`src/rtl/bldc_hall_pkg.sv`:
```
// Shared Hall-sensor constants and 6-step sequence helpers for the BLDC front end.
package bldc_hall_pkg;

  // Codes that can never occur on a healthy 120-degree Hall set.
  localparam logic [2:0] HALL_ILLEGAL_LO = 3'b000;
  localparam logic [2:0] HALL_ILLEGAL_HI = 3'b111;

  // Defaults sized for a 50 MHz clk_sys: 10 us glitch window, 1 s stall timeout.
  localparam int unsigned FILT_CYCLES_DEF  = 500;
  localparam int unsigned STALL_CYCLES_DEF = 32'h02FA_F080;

  // Forward order: 001->011->010->110->100->101->001.
  // Illegal codes map to 000, which never equals a legal successor.
  function automatic logic [2:0] hall_next_fwd(input logic [2:0] s);
    case (s)
      3'b001:  return 3'b011;
      3'b011:  return 3'b010;
      3'b010:  return 3'b110;
      3'b110:  return 3'b100;
      3'b100:  return 3'b101;
      3'b101:  return 3'b001;
      default: return 3'b000;
    endcase
  endfunction

  // Reverse order is the inverse of hall_next_fwd.
  function automatic logic [2:0] hall_next_rev(input logic [2:0] s);
    case (s)
      3'b011:  return 3'b001;
      3'b010:  return 3'b011;
      3'b110:  return 3'b010;
      3'b100:  return 3'b110;
      3'b101:  return 3'b100;
      3'b001:  return 3'b101;
      default: return 3'b000;
    endcase
  endfunction

  function automatic logic hall_is_illegal(input logic [2:0] s);
    return (s == HALL_ILLEGAL_LO) || (s == HALL_ILLEGAL_HI);
  endfunction

endpackage

```
`src/rtl/hall_glitch_filter.sv`:
```
// Synchronizes an asynchronous vector and flags when a new value has been
// stable for FILT_CYCLES cycles. The whole vector is filtered as one word so
// that a multi-bit transition is only accepted once every bit has settled.
module hall_glitch_filter
  import bldc_hall_pkg::*;
#(
  parameter int unsigned W           = 3,
  parameter int unsigned SYNC_STAGES = 2,
  parameter int unsigned FILT_W      = 10,
  parameter int unsigned FILT_CYCLES = FILT_CYCLES_DEF
) (
  input  logic         clk_sys,
  input  logic         rst,
  input  logic [W-1:0] async_i,
  input  logic [W-1:0] accepted_i,
  output logic [W-1:0] cand_o,
  output logic         accept_o
);

  localparam logic [FILT_W-1:0] FILT_LAST = FILT_W'(FILT_CYCLES - 1);

  logic [SYNC_STAGES-1:0][W-1:0] sync_q;
  logic [W-1:0]                  cand_q;
  logic [FILT_W-1:0]             cnt_q, cnt_d;
  logic [W-1:0]                  sync_vec;

  assign sync_vec = sync_q[SYNC_STAGES-1];

  // Stability counter: restart on any difference, saturate at the threshold.
  // NOTE: every variable assigned in always_comb gets a default first so no latch is inferred.
  always_comb begin
    cnt_d = '0;
    if (sync_vec == cand_q) begin
      cnt_d = (cnt_q == FILT_LAST) ? cnt_q : cnt_q + FILT_W'(1);
    end
  end

  // Synchronizer chain, candidate register and stability counter.
  // NOTE: sequential state uses non-blocking assignments so every flop samples pre-edge values.
  always_ff @(posedge clk_sys) begin
    if (rst) begin
      sync_q <= '0;
      cand_q <= '0;
      cnt_q  <= '0;
    end else begin
      sync_q <= {sync_q[SYNC_STAGES-2:0], async_i};
      cand_q <= sync_vec;
      cnt_q  <= cnt_d;
    end
  end

  assign cand_o   = cand_q;
  assign accept_o = (cnt_q == FILT_LAST) && (cand_q != accepted_i);

endmodule

```
`src/rtl/hall_sensor_conditioner.sv`:
```
// Hall front end: filtered state, 6-step validation, direction, commutation
// strobe, clean Hall A clock for speed measurement, and stall detection.
module hall_sensor_conditioner
  import bldc_hall_pkg::*;
#(
  parameter int unsigned SYNC_STAGES  = 2,
  parameter int unsigned FILT_W       = 10,
  parameter int unsigned FILT_CYCLES  = FILT_CYCLES_DEF,
  parameter int unsigned STALL_W      = 26,
  parameter int unsigned STALL_CYCLES = STALL_CYCLES_DEF
) (
  input  logic       clk_sys,
  input  logic       rst,
  input  logic       hall_a,
  input  logic       hall_b,
  input  logic       hall_c,
  output logic [2:0] hall_state,
  output logic       hall_valid,
  output logic       hall_clk,
  output logic       edge_pulse,
  output logic       direction,
  output logic       seq_error,
  output logic       invalid_seen,
  output logic       stalled
);

  localparam logic [STALL_W-1:0] STALL_LAST = STALL_W'(STALL_CYCLES - 1);

  logic [2:0]         cand;
  logic               accept;

  logic [2:0]         hall_state_q, hall_state_d;
  logic               hall_valid_q, hall_valid_d;
  logic               have_prev_q, have_prev_d;
  logic               hall_clk_q, hall_clk_d;
  logic               edge_pulse_q, edge_pulse_d;
  logic               direction_q, direction_d;
  logic               seq_error_q, seq_error_d;
  logic               invalid_seen_q, invalid_seen_d;
  logic               stalled_q, stalled_d;
  logic [STALL_W-1:0] stall_cnt_q, stall_cnt_d;

  hall_glitch_filter #(
    .W           (3),
    .SYNC_STAGES (SYNC_STAGES),
    .FILT_W      (FILT_W),
    .FILT_CYCLES (FILT_CYCLES)
  ) u_filter (
    .clk_sys    (clk_sys),
    .rst        (rst),
    .async_i    ({hall_c, hall_b, hall_a}),
    .accepted_i (hall_state_q),
    .cand_o     (cand),
    .accept_o   (accept)
  );

  // Classify each accepted code against the previous one and run the stall timer.
  always_comb begin
    hall_state_d   = hall_state_q;
    hall_valid_d   = hall_valid_q;
    have_prev_d    = have_prev_q;
    direction_d    = direction_q;
    invalid_seen_d = invalid_seen_q;
    edge_pulse_d   = 1'b0;
    seq_error_d    = 1'b0;
    hall_clk_d     = hall_state_q[0];
    stall_cnt_d    = stall_cnt_q;
    stalled_d      = stalled_q;

    if (accept) begin
      hall_state_d = cand;
      if (hall_is_illegal(cand)) begin
        hall_valid_d   = 1'b0;
        invalid_seen_d = 1'b1;
        have_prev_d    = 1'b0;
      end else if (!have_prev_q) begin
        // First legal code after reset or an illegal code: lock, no edge.
        hall_valid_d = 1'b1;
        have_prev_d  = 1'b1;
      end else if (cand == hall_next_fwd(hall_state_q)) begin
        edge_pulse_d = 1'b1;
        direction_d  = 1'b1;
      end else if (cand == hall_next_rev(hall_state_q)) begin
        edge_pulse_d = 1'b1;
        direction_d  = 1'b0;
      end else begin
        // Skipped step: flag it and take the new code as the reference.
        seq_error_d = 1'b1;
      end
    end

    // An edge in the threshold cycle wins over the stall assertion.
    if (edge_pulse_d) begin
      stall_cnt_d = '0;
      stalled_d   = 1'b0;
    end else if (stall_cnt_q == STALL_LAST) begin
      stalled_d = 1'b1;
    end else begin
      stall_cnt_d = stall_cnt_q + STALL_W'(1);
    end
  end

  // State and output registers, synchronous reset.
  always_ff @(posedge clk_sys) begin
    if (rst) begin
      hall_state_q   <= '0;
      hall_valid_q   <= 1'b0;
      have_prev_q    <= 1'b0;
      hall_clk_q     <= 1'b0;
      edge_pulse_q   <= 1'b0;
      direction_q    <= 1'b0;
      seq_error_q    <= 1'b0;
      invalid_seen_q <= 1'b0;
      stalled_q      <= 1'b0;
      stall_cnt_q    <= '0;
    end else begin
      hall_state_q   <= hall_state_d;
      hall_valid_q   <= hall_valid_d;
      have_prev_q    <= have_prev_d;
      hall_clk_q     <= hall_clk_d;
      edge_pulse_q   <= edge_pulse_d;
      direction_q    <= direction_d;
      seq_error_q    <= seq_error_d;
      invalid_seen_q <= invalid_seen_d;
      stalled_q      <= stalled_d;
      stall_cnt_q    <= stall_cnt_d;
    end
  end

  assign hall_state   = hall_state_q;
  assign hall_valid   = hall_valid_q;
  assign hall_clk     = hall_clk_q;
  assign edge_pulse   = edge_pulse_q;
  assign direction    = direction_q;
  assign seq_error    = seq_error_q;
  assign invalid_seen = invalid_seen_q;
  assign stalled      = stalled_q;

endmodule

```
`config.mk`:
```
export PLATFORM = sky130hd
export DESIGN_NAME = hall_sensor_conditioner
export DESIGN_NICKNAME = d
export VERILOG_FILES = /design/src/rtl/bldc_hall_pkg.sv /design/src/rtl/hall_glitch_filter.sv /design/src/rtl/hall_sensor_conditioner.sv
export SDC_FILE = /design/constraint.sdc
export NUM_CORES = 1
export LEC_CHECK = 0
export BUFFER_PORTS_ARGS = -buffer_cell sky130_fd_sc_hd__buf_2
export CORE_MARGIN = 1
export CORE_UTILIZATION = 55
export CTS_BUF_LIST = sky130_fd_sc_hd__clkbuf_8
export CTS_CLUSTER_DIAMETER = 60
export CTS_CLUSTER_SIZE = 16
export DETAILED_ROUTE_END_ITERATION = 8
export GPL_TIMING_DRIVEN = 0
export HOLD_SLACK_MARGIN = 0.06
export PLACE_DENSITY = 0.8
export SETUP_SLACK_MARGIN = 0.1
export SYNTH_ARGS = -nofsm -noshare
export SYNTH_HDL_FRONTEND = slang
export SYNTH_SLANG_ARGS = --single-unit
```
`constraint.sdc`:
```
create_clock -name clk_sys -period 3.24 [get_ports clk_sys]
set_clock_uncertainty 0.1 [all_clocks]
set_input_delay 0.486 -clock clk_sys [delete_from_list [all_inputs] [get_ports clk_sys]]
set_output_delay 0.486 -clock clk_sys [all_outputs]
set_load 0.02 [all_outputs]
```
==> impl_metrics.yaml, run 1 <==
synthesis:
  syn-num-nets: 288
  synthTopCellsByArea: "dfxtp_1 44%, xor2_1 7.9%, nor2_1 6.5%"
  ys.flop_type: "dfxtp_1"
  count_of_flip_flops_with_a_built_in_enable_after_synthesis: 0
  netlist.area_leader.share: 0.4388
  postSynthAreaPerCell_um2: 9.092
  yosys_register_bits: 56
  post_synth_inst_count: 281
  synth-seq-area-share: 0.4388
  syn-cell-area_um2: 2555
  synth_top_cell_by_area: "dfxtp_1"
  async_reset_ff_frac: 0
  yosysUniqueCellTypes: 44
  yosysWarningCount: 0
route:
  drc: 0
  wire_per_inst_um: 12.90
  drt_first_iter_violations: 63
  vias: 1961
  detail-route-antenna-nets: 0
  route.final.wire_length_um: 4553
  vias_per_cell: 5.555
  drt_pass1_iterations: 4
floorplanning:
  floorplan.die.width_um: 70.16
  die_y_um: 70.16
  design.portCount: 15
  placementRows: 24
  initial_standard_cell_utilization_of_the_core: 0.5788
  core-area_um2: 4414
  die_outline_area_um2: 4922
clock_network:
  cts_num_sinks: 56
  cts-buffers-inserted: 5
  setup_bufs_post_cts: 0
  clockBufferDepth: 2
  clock_latency_ns: 0.31
  cts_tree: "yes"
  cts.hold.buffers_added: 0
  path_clk_slew_ns: 0.09
  cts-resized-gates: 0
  cts.htree.levels: 2
  cts.root.buffer_cell: "clkbuf_8"
pwr:
  pwr_density_cell_nw_per_um2: 401.4
  design_power_total_mw: 1.109
  leakage_nw: 1.076
  max-vdd-ir-drop_mv: 0.3615
sta:
  worst_slew_pin_tran_ns: 0.8024
  timing.final.crit_period_ns: 2.200
  fin_crit_sh: 0.6790
  slew-limit-headroom: 0.4601
  rsz_0062_raised_after_global_routing: "no"
  final_setup_violation_count: 0
  drv_slew: 0
  setup_ws_ns: 1.040
  achievable-frequency_ghz: 0.4545
  setup-tns-final_ns: 0
  final-hold-violation-count: 0
final_layout:
  post_layout_nonfiller_instances: 353
  layout_common_cells: "56 x dfxtp_1, 44 x nor2_1, 23 x xor2_1, 19 x buf_2, 18 x nand2_1"
  layout.cells.most_common: "dfxtp_1"
  drive_gt1_frac: 0.1163
  antenna-diode-count: 0
  syn2layout_area_growth_pct: 8.129
  final_cell_area_um2: 2763
  finish.net_count: 308
place:
  placed_cells_incl_taps: 346
  detailed_place_hpwl_um: 3232
  gp_routability_congestion: 0.8232
  detailedPlace.worstSlack_ns: 1.065
  dpl_cell_area_um2: 2685
  io_buffer_count: 13
min_path:
  worstHoldPathType: "primary input to flop"
worst_setup_path:
  cp_slowest_stage_delay_ns: 0.40
  critical_path_class: "flop to flop"
  arrival_ns: 2.30
  cp.required_ns: 3.34
  slowest_stage: "dfxtp_1"
  timing.critical_path.from_type: "flop"
  crit_path_end_kind: "flop"
  worst-path-max-fanout: 10
  timing.critical_path.cells: "ha_1, nor4b_4, nand4_4, nor2_4, a41o_1, buf_4, buf_6, nor2_1"
run_status:
  outcome: "finished clean"
run:
  maxCapViolCount: 0
grt:
  global_route_wire_length_before_repair_um: 7893
  grt_pass1_vias: 1800
  grt_start_max_net_pins: 16
  gr-usage-all-layers: 0.1989
  grt_overflow_total: 0
  antenna_found_initial: 0
[logic make-up after synthesis]
logic type,synth area share
mux,0.01959
simple gates,0.3188
buf+inv,0.03379
xor+xnor,0.1234
fa+ha+maj,0.009793
flops,0.4388
compound gates,0.05583
[routing by layer]
metal  routed length [um]  vias to the layer above  track usage  part of all wire
met1                 2332                      914       0.2642              0.51
li1                     -                     1014            -                 -
met3                  107                        9      0.03030             0.024
met2                 2039                       24       0.3184              0.45
met5                    0                        -            0                 0
met4                   74                        0      0.09111             0.016
[final cells by class]
cell class              instances  area (um2)
fillers                       364        1652
multi-input cells             209        1348
flip-flops and latches         56        1121
plain buffers                  13       75.07
clock buffers                   5       68.82
repair buffers                 13       65.06
well taps                      52       65.06
inverters                       3       11.26
clock inverters                 2       8.758
[power by group]
| group | internal [mW] | switching (mW) | leakage (nW) |
|---|---|---|---|
| Sequential | 0.698 | 0.00845 | 0.453 |
| Combinational | 0.0211 | 0.0278 | 0.578 |
| Clock | 0.144 | 0.210 | 0.0452 |
[registers in the layout, indices dropped and copies added (netlist names)]
| name | count |
|---|---|
| stall_cnt_q | 26 |
| u_filter.cnt_q | 10 |
| hall_state | 3 |
| u_filter.cand_o | 3 |
| u_filter.sync_q | 3 |
| u_filter.sync_vec | 3 |
| direction | 1 |
| edge_pulse | 1 |
| hall_clk | 1 |
| hall_valid | 1 |
| have_prev_q | 1 |
| invalid_seen | 1 |
| seq_error | 1 |
| stalled | 1 |
[worst paths after layout]
check | start | cells past startpoint | slack, ns | endpoint
worst max-delay path | u_filter.cnt_q[0]$_SDFFE_PP0P_ | 8 | 1.04 | stall_cnt_q[9]$_SDFFE_PP0P_
worst min-delay path | hall_c | 2 | 0.29 | u_filter.sync_q[2]$_SDFF_PP0_
worst max register to register | u_filter.cnt_q[0]$_SDFFE_PP0P_ | 8 | 1.04 | stall_cnt_q[9]$_SDFFE_PP0P_
worst min register to register | u_filter.sync_q[0]$_SDFF_PP0_ | 1 | 0.35 | u_filter.sync_vec[0]$_SDFF_PP0_
[critical path: cells and delay by family (launching register included)]
| family | cells | cell delay (ns) |
|---|---|---|
| flops | 1 | 0.40 |
| simple gates | 4 | 0.83 |
| buf+inv | 2 | 0.33 |
| compound gates | 1 | 0.18 |
| fa+ha+maj | 1 | 0.23 |
[cells in the mapped netlist (2+ instances only)]
master / count
nor2b_1: 12
and3_1: 9
clkbuf_1: 3
xor2_1: 23
dfxtp_1: 56
a21oi_1: 7
nand4_1: 13
mux2i_1: 5
a211oi_1: 2
and4_1: 3
nand2_1: 18
inv_1: 3
nor4_1: 4
nor3b_1: 2
nor4bb_1: 7
buf_6: 2
buf_2: 6
ha_1: 2
o21ai_0: 8
xnor2_1: 13
nand3_1: 6
nor3_1: 11
nand3b_1: 2
nor2_1: 44
[stage by stage]
step / hold slack [ns] / utilization
after floorplan: 0.3138 / -
after global placement: 0.3174 / 0.6083
after detailed placement: 0.3347 / 0.6083
after CTS: 0.2784 / 0.6259
after global routing: 0.2854 / 0.6259
final: 0.2854 / 0.6259
Note: power is estimated with default switching activity, not from simulation.
==> inputs of run 2 (changes only) <==
- PLACE_DENSITY: 0.8 -> 0.83
- clock period: 3.24 -> 1.9 ns (I/O delays scaled with it)
==> impl_metrics.yaml, run 2 (same netlist as run 1, synthesis figures left out) <==
clock_network:
  cts_tree: "yes"
  cts.root.buffer_cell: "clkbuf_8"
  cts_num_sinks: 56
  clock_latency_ns: 0.31
  cts-buffers-inserted: 5
  clockBufferDepth: 2
  cts.htree.levels: 2
  path_clk_slew_ns: 0.10
final_layout:
  largest_register_ffs: 26
  antenna-diode-count: 0
  largest_register: "stall_cnt_q"
  layout_common_cells: "46 x dfxtp_1, 44 x nor2_1, 23 x xor2_1, 17 x buf_4, 17 x nand2_1"
  layout.cells.most_common: "dfxtp_1"
  biggest_regs: "stall_cnt_q (26), u_filter.cnt_q (10)"
  multi_input_combinational_cell_area_um2: 1562
  fillerInstances: 277
  final-seq-area_um2: 1144
  syn2layout_area_growth_pct: 24.93
  finish.net_count: 325
  final_core_occ: 0.7231
  drive_gt1_frac: 0.2759
place:
  io_buffer_count: 13
  detailed_place_hpwl_um: 3210
  gp_routability_congestion: 0.8657
route:
  route.final.wire_length_um: 6788
  met2WireLength_um: 3318
  detailroute.wirelength.met3_um: 397
  vias: 2330
  drt_pass1_iterations: 5
  top_layer: "met4"
  vias_per_cell: 6.280
  drc: 0
  detail-route-antenna-nets: 0
  drt_first_iter_violations: 243
  met1_length_um: 2724
  wire_per_inst_um: 18.30
pwr:
  leakage_nw: 1.259
  max-vdd-ir-drop_mv: 0.5908
  design_power_total_mw: 2.009
  pwr_density_cell_nw_per_um2: 629.4
grt:
  grt_start_max_net_pins: 17
  grt_pass1_vias: 2036
  gr-usage-all-layers: 0.2440
  antenna_found_initial: 0
  global_route_wire_length_before_repair_um: 9570
  grt_overflow_total: 0
sta:
  rsz_0062_raised_after_global_routing: "yes"
  setup_ws_ns: -0.05146
  achievable-frequency_ghz: 0.5124
  hold-worst-slack_ns: 0.07174
  fin_crit_sh: 1.027
  worst_slew_pin_tran_ns: 0.4878
  drv_slew: 0
  final_setup_violation_count: 4
  final-hold-violation-count: 0
  timing.final.crit_period_ns: 1.951
  slew-limit-headroom: 0.6748
worst_setup_path:
  crit_path_end_kind: "flop"
  timing.critical_path.from_type: "flop"
  ff2ff_setup_slack_ns: -0.05
  cp.required_ns: 2.03
  worst-path-max-fanout: 10
  arrival_ns: 2.09
  reg2reg_to: "stall_cnt_q[2]$_SDFFE_PP0P_"
  critical_path_class: "flop to flop"
  r2r-start: "u_filter.cand_o[1]$_SDFF_PP0_"
  ff2ff_path_depth: 8
floorplanning:
  die_y_um: 70.16
  die_outline_area_um2: 4922
  design.portCount: 15
  placementRows: 24
  core-area_um2: 4414
  floorplan.die.width_um: 70.16
  initial_standard_cell_utilization_of_the_core: 0.5788
min_path:
  hold_path_end: "u_filter.sync_q[1]$_SDFF_PP0_"
  hp-start: "hall_b"
  cell_depth_of_the_worst_min_delay_path: 2
  worstHoldPathType: "primary input to flop"
run_status:
  outcome: "finished with violations"
  violations_in_the_final_reports: "negative setup slack"
run:
  maxCapViolCount: 0
run 2: cell types whose count changed in the layout (fill, tap and decap cells not counted), moves of 6 or more:
cell	previous run	this run
buf_4	1	17
nor4bb_1	7	1
dfxtp_2	0	6
dfxtp_1	56	46
run 2: cell type report:
cell class,instances,area share
clock buffer,6,0.02587
sequential,56,0.3583
inverter,3,0.003528
timing repair buffer,30,0.06154
buffer,13,0.03802
clock inverter,2,0.003136
multi-input combinational,209,0.4892
tap,52,0.02038
run 2: stage by stage:
stage	setup TNS, ns	setup slack, ns	std cells	area (um2)
detailed placement	-2.414	-0.1314	346	2698
finish	-0.09383	-0.05146	371	3192
CTS	0	0.07613	364	2984
floorplan	0	0.1013	281	2567
global route	-0.9110	-0.06594	371	3192
global placement	-1.597	-0.1058	346	2698
run 2: worst max-delay path by stage:
stage,cells after the start,endpoint,from,slack (ns)
3_3_place_gp,6,stall_cnt_q[7]$_SDFFE_PP0P_,stall_cnt_q[0]$_SDFFE_PP0P_,-0.11
4_1_cts,8,stall_cnt_q[3]$_SDFFE_PP0P_,u_filter.cnt_q[1]$_SDFFE_PP0P_,0.08
6_report,8,stall_cnt_q[2]$_SDFFE_PP0P_,u_filter.cand_o[1]$_SDFF_PP0_,-0.05
3_5_place_dp,8,stall_cnt_q[3]$_SDFFE_PP0P_,u_filter.cnt_q[0]$_SDFFE_PP0P_,-0.13
2_1_floorplan,6,stall_cnt_q[24]$_SDFFE_PP0P_,stall_cnt_q[0]$_SDFFE_PP0P_,0.10
5_1_grt,8,stall_cnt_q[2]$_SDFFE_PP0P_,u_filter.cand_o[1]$_SDFF_PP0_,-0.07
run 2: report_power, final:
group / total (mW) / internal [mW] / switching (mW)
combinational: 0.132 / 0.0639 / 0.0685
clock: 0.670 / 0.292 / 0.379
sequential: 1.21 / 1.19 / 0.0183
run 2: worst max-delay path: stages, from the launching register on:
cell	delay, ns
dfxtp_4	0.37
buf_4	0.17
nor4bb_4	0.16
o21ai_1	0.21
nand4_1	0.17
a41o_1	0.22
buf_6	0.14
buf_4	0.15
nor3b_1	0.16
run 2: routing by layer:
metal	track usage	vias to the layer above
met5	0	-
li1	-	1049
met3	0.03608	36
met2	0.3985	120
met1	0.3113	1125
met4	0.1289	0
run 2: repair_timing:
| item | in CTS | in global routing |
|---|---|---|
| hold buffers | 0 | 0 |
| setup buffers | 10 | 7 |
| endpoints found under the setup margin | 34 | 41 |
| resized for setup | 33 | 34 |
| pin swaps | 5 | 6 |
==> inputs of run 3 (changes only) <==
- SYNTH_HIERARCHICAL: default -> 1
==> impl_metrics.yaml, run 3 <==
final_layout:
  final_core_occ: 0.6996
  finish.net_count: 325
  multi_input_combinational_cell_area_um2: 1643
  final-seq-area_um2: 1151
  layout_common_cells: "40 x dfxtp_1, 29 x xor2_1, 23 x nor2_4, 22 x nor2_1"
  largest_register: "stall_cnt_q"
  biggest_regs: "stall_cnt_q (26), u_filter/cnt_q (10)"
  syn2layout_area_growth_pct: 20.54
  antenna-diode-count: 0
  largest_register_ffs: 26
  fillerInstances: 347
  drive_gt1_frac: 0.3491
  final_cell_area_um2: 3348
  layout.cells.most_common: "dfxtp_1"
grt:
  antenna_found_initial: 0
  global_route_wire_length_before_repair_um: 9259
  grt_pass1_vias: 2096
  gr-usage-all-layers: 0.2275
  grt_overflow_total: 0
  grt_start_max_net_pins: 17
floorplanning:
  initial_standard_cell_utilization_of_the_core: 0.5804
  placementRows: 25
  core-area_um2: 4786
  die_outline_area_um2: 5338
  floorplan.die.width_um: 73.07
  die_y_um: 73.07
  design.portCount: 15
synthesis:
  ys.flop_type: "dfxtp_1"
  synth-seq-area-share: 0.4036
  count_of_flip_flops_with_a_built_in_enable_after_synthesis: 0
  async_reset_ff_frac: 0
  syn-num-nets: 289
  netlist.area_leader.share: 0.4036
  synth_commonest_cells: "56 x dfxtp_1, 32 x xor2_1, 24 x nor2_1, 20 x nor2_4, 14 x nand3_1"
  syn-cell-area_um2: 2778
  synth_top_cell_by_area: "dfxtp_1"
  yosys_register_bits: 56
  synthTopCellsByArea: "dfxtp_1 40%, xor2_1 10%, nor2_4 8.1%"
  synth.most_common_cell: "dfxtp_1"
  yosysWarningCount: 6
  yosysUniqueCellTypes: 47
  postSynthAreaPerCell_um2: 9.885
  post_synth_inst_count: 281
clock_network:
  clock_latency_ns: 0.31
  cts.htree.levels: 2
  path_clk_slew_ns: 0.09
  cts.root.buffer_cell: "clkbuf_8"
  cts_num_sinks: 56
  clockBufferDepth: 2
  cts_tree: "yes"
  cts-buffers-inserted: 5
pwr:
  max-vdd-ir-drop_mv: 0.5272
  netSwitchingFraction: 0.2251
  comb_power_share: 0.075
  p_clk_frac: 0.338
  cellInternalPower_mw: 1.590
  pwr_density_cell_nw_per_um2: 612.9
  net_switching_power_figure_mw: 0.4618
  seqPwrFrac: 0.586
  design_power_total_mw: 2.052
  leakage_nw: 1.246
route:
  wire_per_inst_um: 14.75
  vias: 2080
  vias_per_cell: 5.403
  drt_pass1_iterations: 4
  drc: 0
  detail-route-antenna-nets: 0
  route.final.wire_length_um: 5678
  drt_first_iter_violations: 125
worst_setup_path:
  r2r-start: "u_filter/cnt_q[1]$_SDFFE_PP0P_"
  crit_path_end_kind: "flop"
  cp.required_ns: 2.01
  ff2ff_setup_slack_ns: -0.03
  worst-path-max-fanout: 6
  reg2reg_to: "stall_cnt_q[15]$_SDFFE_PP0P_"
  ff2ff_path_depth: 10
  critical_path_class: "flop to flop"
  timing.critical_path.to: "stall_cnt_q[15]$_SDFFE_PP0P_"
  critical_path.startpoint: "u_filter/cnt_q[1]$_SDFFE_PP0P_"
  timing.critical_path.from_type: "flop"
  arrival_ns: 2.04
sta:
  timing.final.crit_period_ns: 1.934
  final-hold-violation-count: 0
  setup_ws_ns: -0.03407
  hold-worst-slack_ns: 0.08654
  worst_slew_pin_tran_ns: 0.4344
  final_setup_violation_count: 9
  rsz_0062_raised_after_global_routing: "yes"
  fin_crit_sh: 1.018
  setup-tns-final_ns: -0.2010
  slew-limit-headroom: 0.7077
  drv_slew: 0
  achievable-frequency_ghz: 0.5170
run_status:
  outcome: "finished with violations"
  violations_in_the_final_reports: "negative setup slack"
min_path:
  cell_depth_of_the_worst_min_delay_path: 2
  worstHoldPathType: "primary input to flop"
run:
  maxCapViolCount: 0
place:
  dpl_cell_area_um2: 2968
  detailed_place_hpwl_um: 3332
  gp_routability_congestion: 0.7709
  io_buffer_count: 14
[run 3: changes by cell type after synthesis, moves of 5 or more]
cell / previous run / this run
buf_2: 6 / 1
nand2_1: 18 / 13
nand3_1: 6 / 14
nand4_1: 13 / 7
nor2_1: 44 / 24
nor2_4: 1 / 20
xnor2_1: 13 / 7
xor2_1: 23 / 32
[run 3: critical path, cell delays in order (launching register included)]
cell and delay [ns]:
dfxtp_4 0.37, ha_4 0.13, nand2_2 0.05, and4bb_2 0.31
o31a_1 0.15, clkbuf_8 0.13, a41o_1 0.18, buf_6 0.14
buf_6 0.11, buf_12 0.12, nor2_4 0.04
[run 3: per-stage QoR]
step,setup WS [ns],std cells
final,-0.03407,385
after global routing,-0.1201,385
after CTS,-0.02929,384
after detailed placement,-0.1463,362
after global placement,-0.1058,362
after floorplan,0.01541,281
[run 3: how the worst min path moves through the flow]
stage	startpoint	end	slack (ns)
final	hall_b	u_filter/sync_q[1]$_SDFF_PP0_	0.09
after global routing	hall_a	u_filter/sync_q[0]$_SDFF_PP0_	0.08
after CTS	hall_a	u_filter/sync_q[0]$_SDFF_PP0_	0.08
after detailed placement	u_filter/sync_q[0]$_SDFF_PP0_	u_filter/sync_vec[0]$_SDFF_PP0_	0.33
after global placement	u_filter/sync_q[1]$_SDFF_PP0_	u_filter/sync_vec[1]$_SDFF_PP0_	0.32
after floorplan	rst	u_filter/cand_o[0]$_SDFF_PP0_	0.26
[run 3: repair_timing]
action                     in CTS  in global routing
hold buffers                    0                  0
resized for setup              23                 22
setup endpoints to repair      30                 36
setup buffers                  13                  2
pin swaps                       8                 11
cloned                          1                  0
[run 3: logic make-up after synthesis]
kind of cell / count (synthesis) / share of synthesized area
and+or+nand+nor: 132 / 0.3248
DFF: 56 / 0.4036
xor gates and xnor gates: 39 / 0.1230
AOI/OAI and AO/OA: 27 / 0.06352
buffers and inverters: 18 / 0.05000
muxes: 6 / 0.02162
adders and majority gates: 3 / 0.01351
[run 3: layout make-up]
type	instances	share of cell area
Buffer	13	0.04447
Multi-Input combinational cell	207	0.4907
Clock buffer	7	0.02877
Inverter	5	0.005605
Timing Repair Buffer	29	0.06054
Tap cell	67	0.02504
Clock inverter	1	0.001121
Sequential cell	56	0.3438
[run 3: metal layers]
layer | global-route usage | wire (um) | up-vias
met5 | 0 | 0 | -
met4 | 0.1155 | 127 | 0
met3 | 0.05249 | 190 | 10
met2 | 0.3827 | 2898 | 37
met1 | 0.2705 | 2462 | 998
li1 | - | - | 1035
[run 3: power by group through the flow]
stage	Sequential [mW]	Clock (mW)	Combinational, mW
finish	1.20	0.694	0.155
global route	1.21	0.754	0.169
CTS	1.20	0.712	0.152
detailed placement	1.23	0	0.117
global placement	1.23	0	0.112
floorplan	1.23	0	0.0937
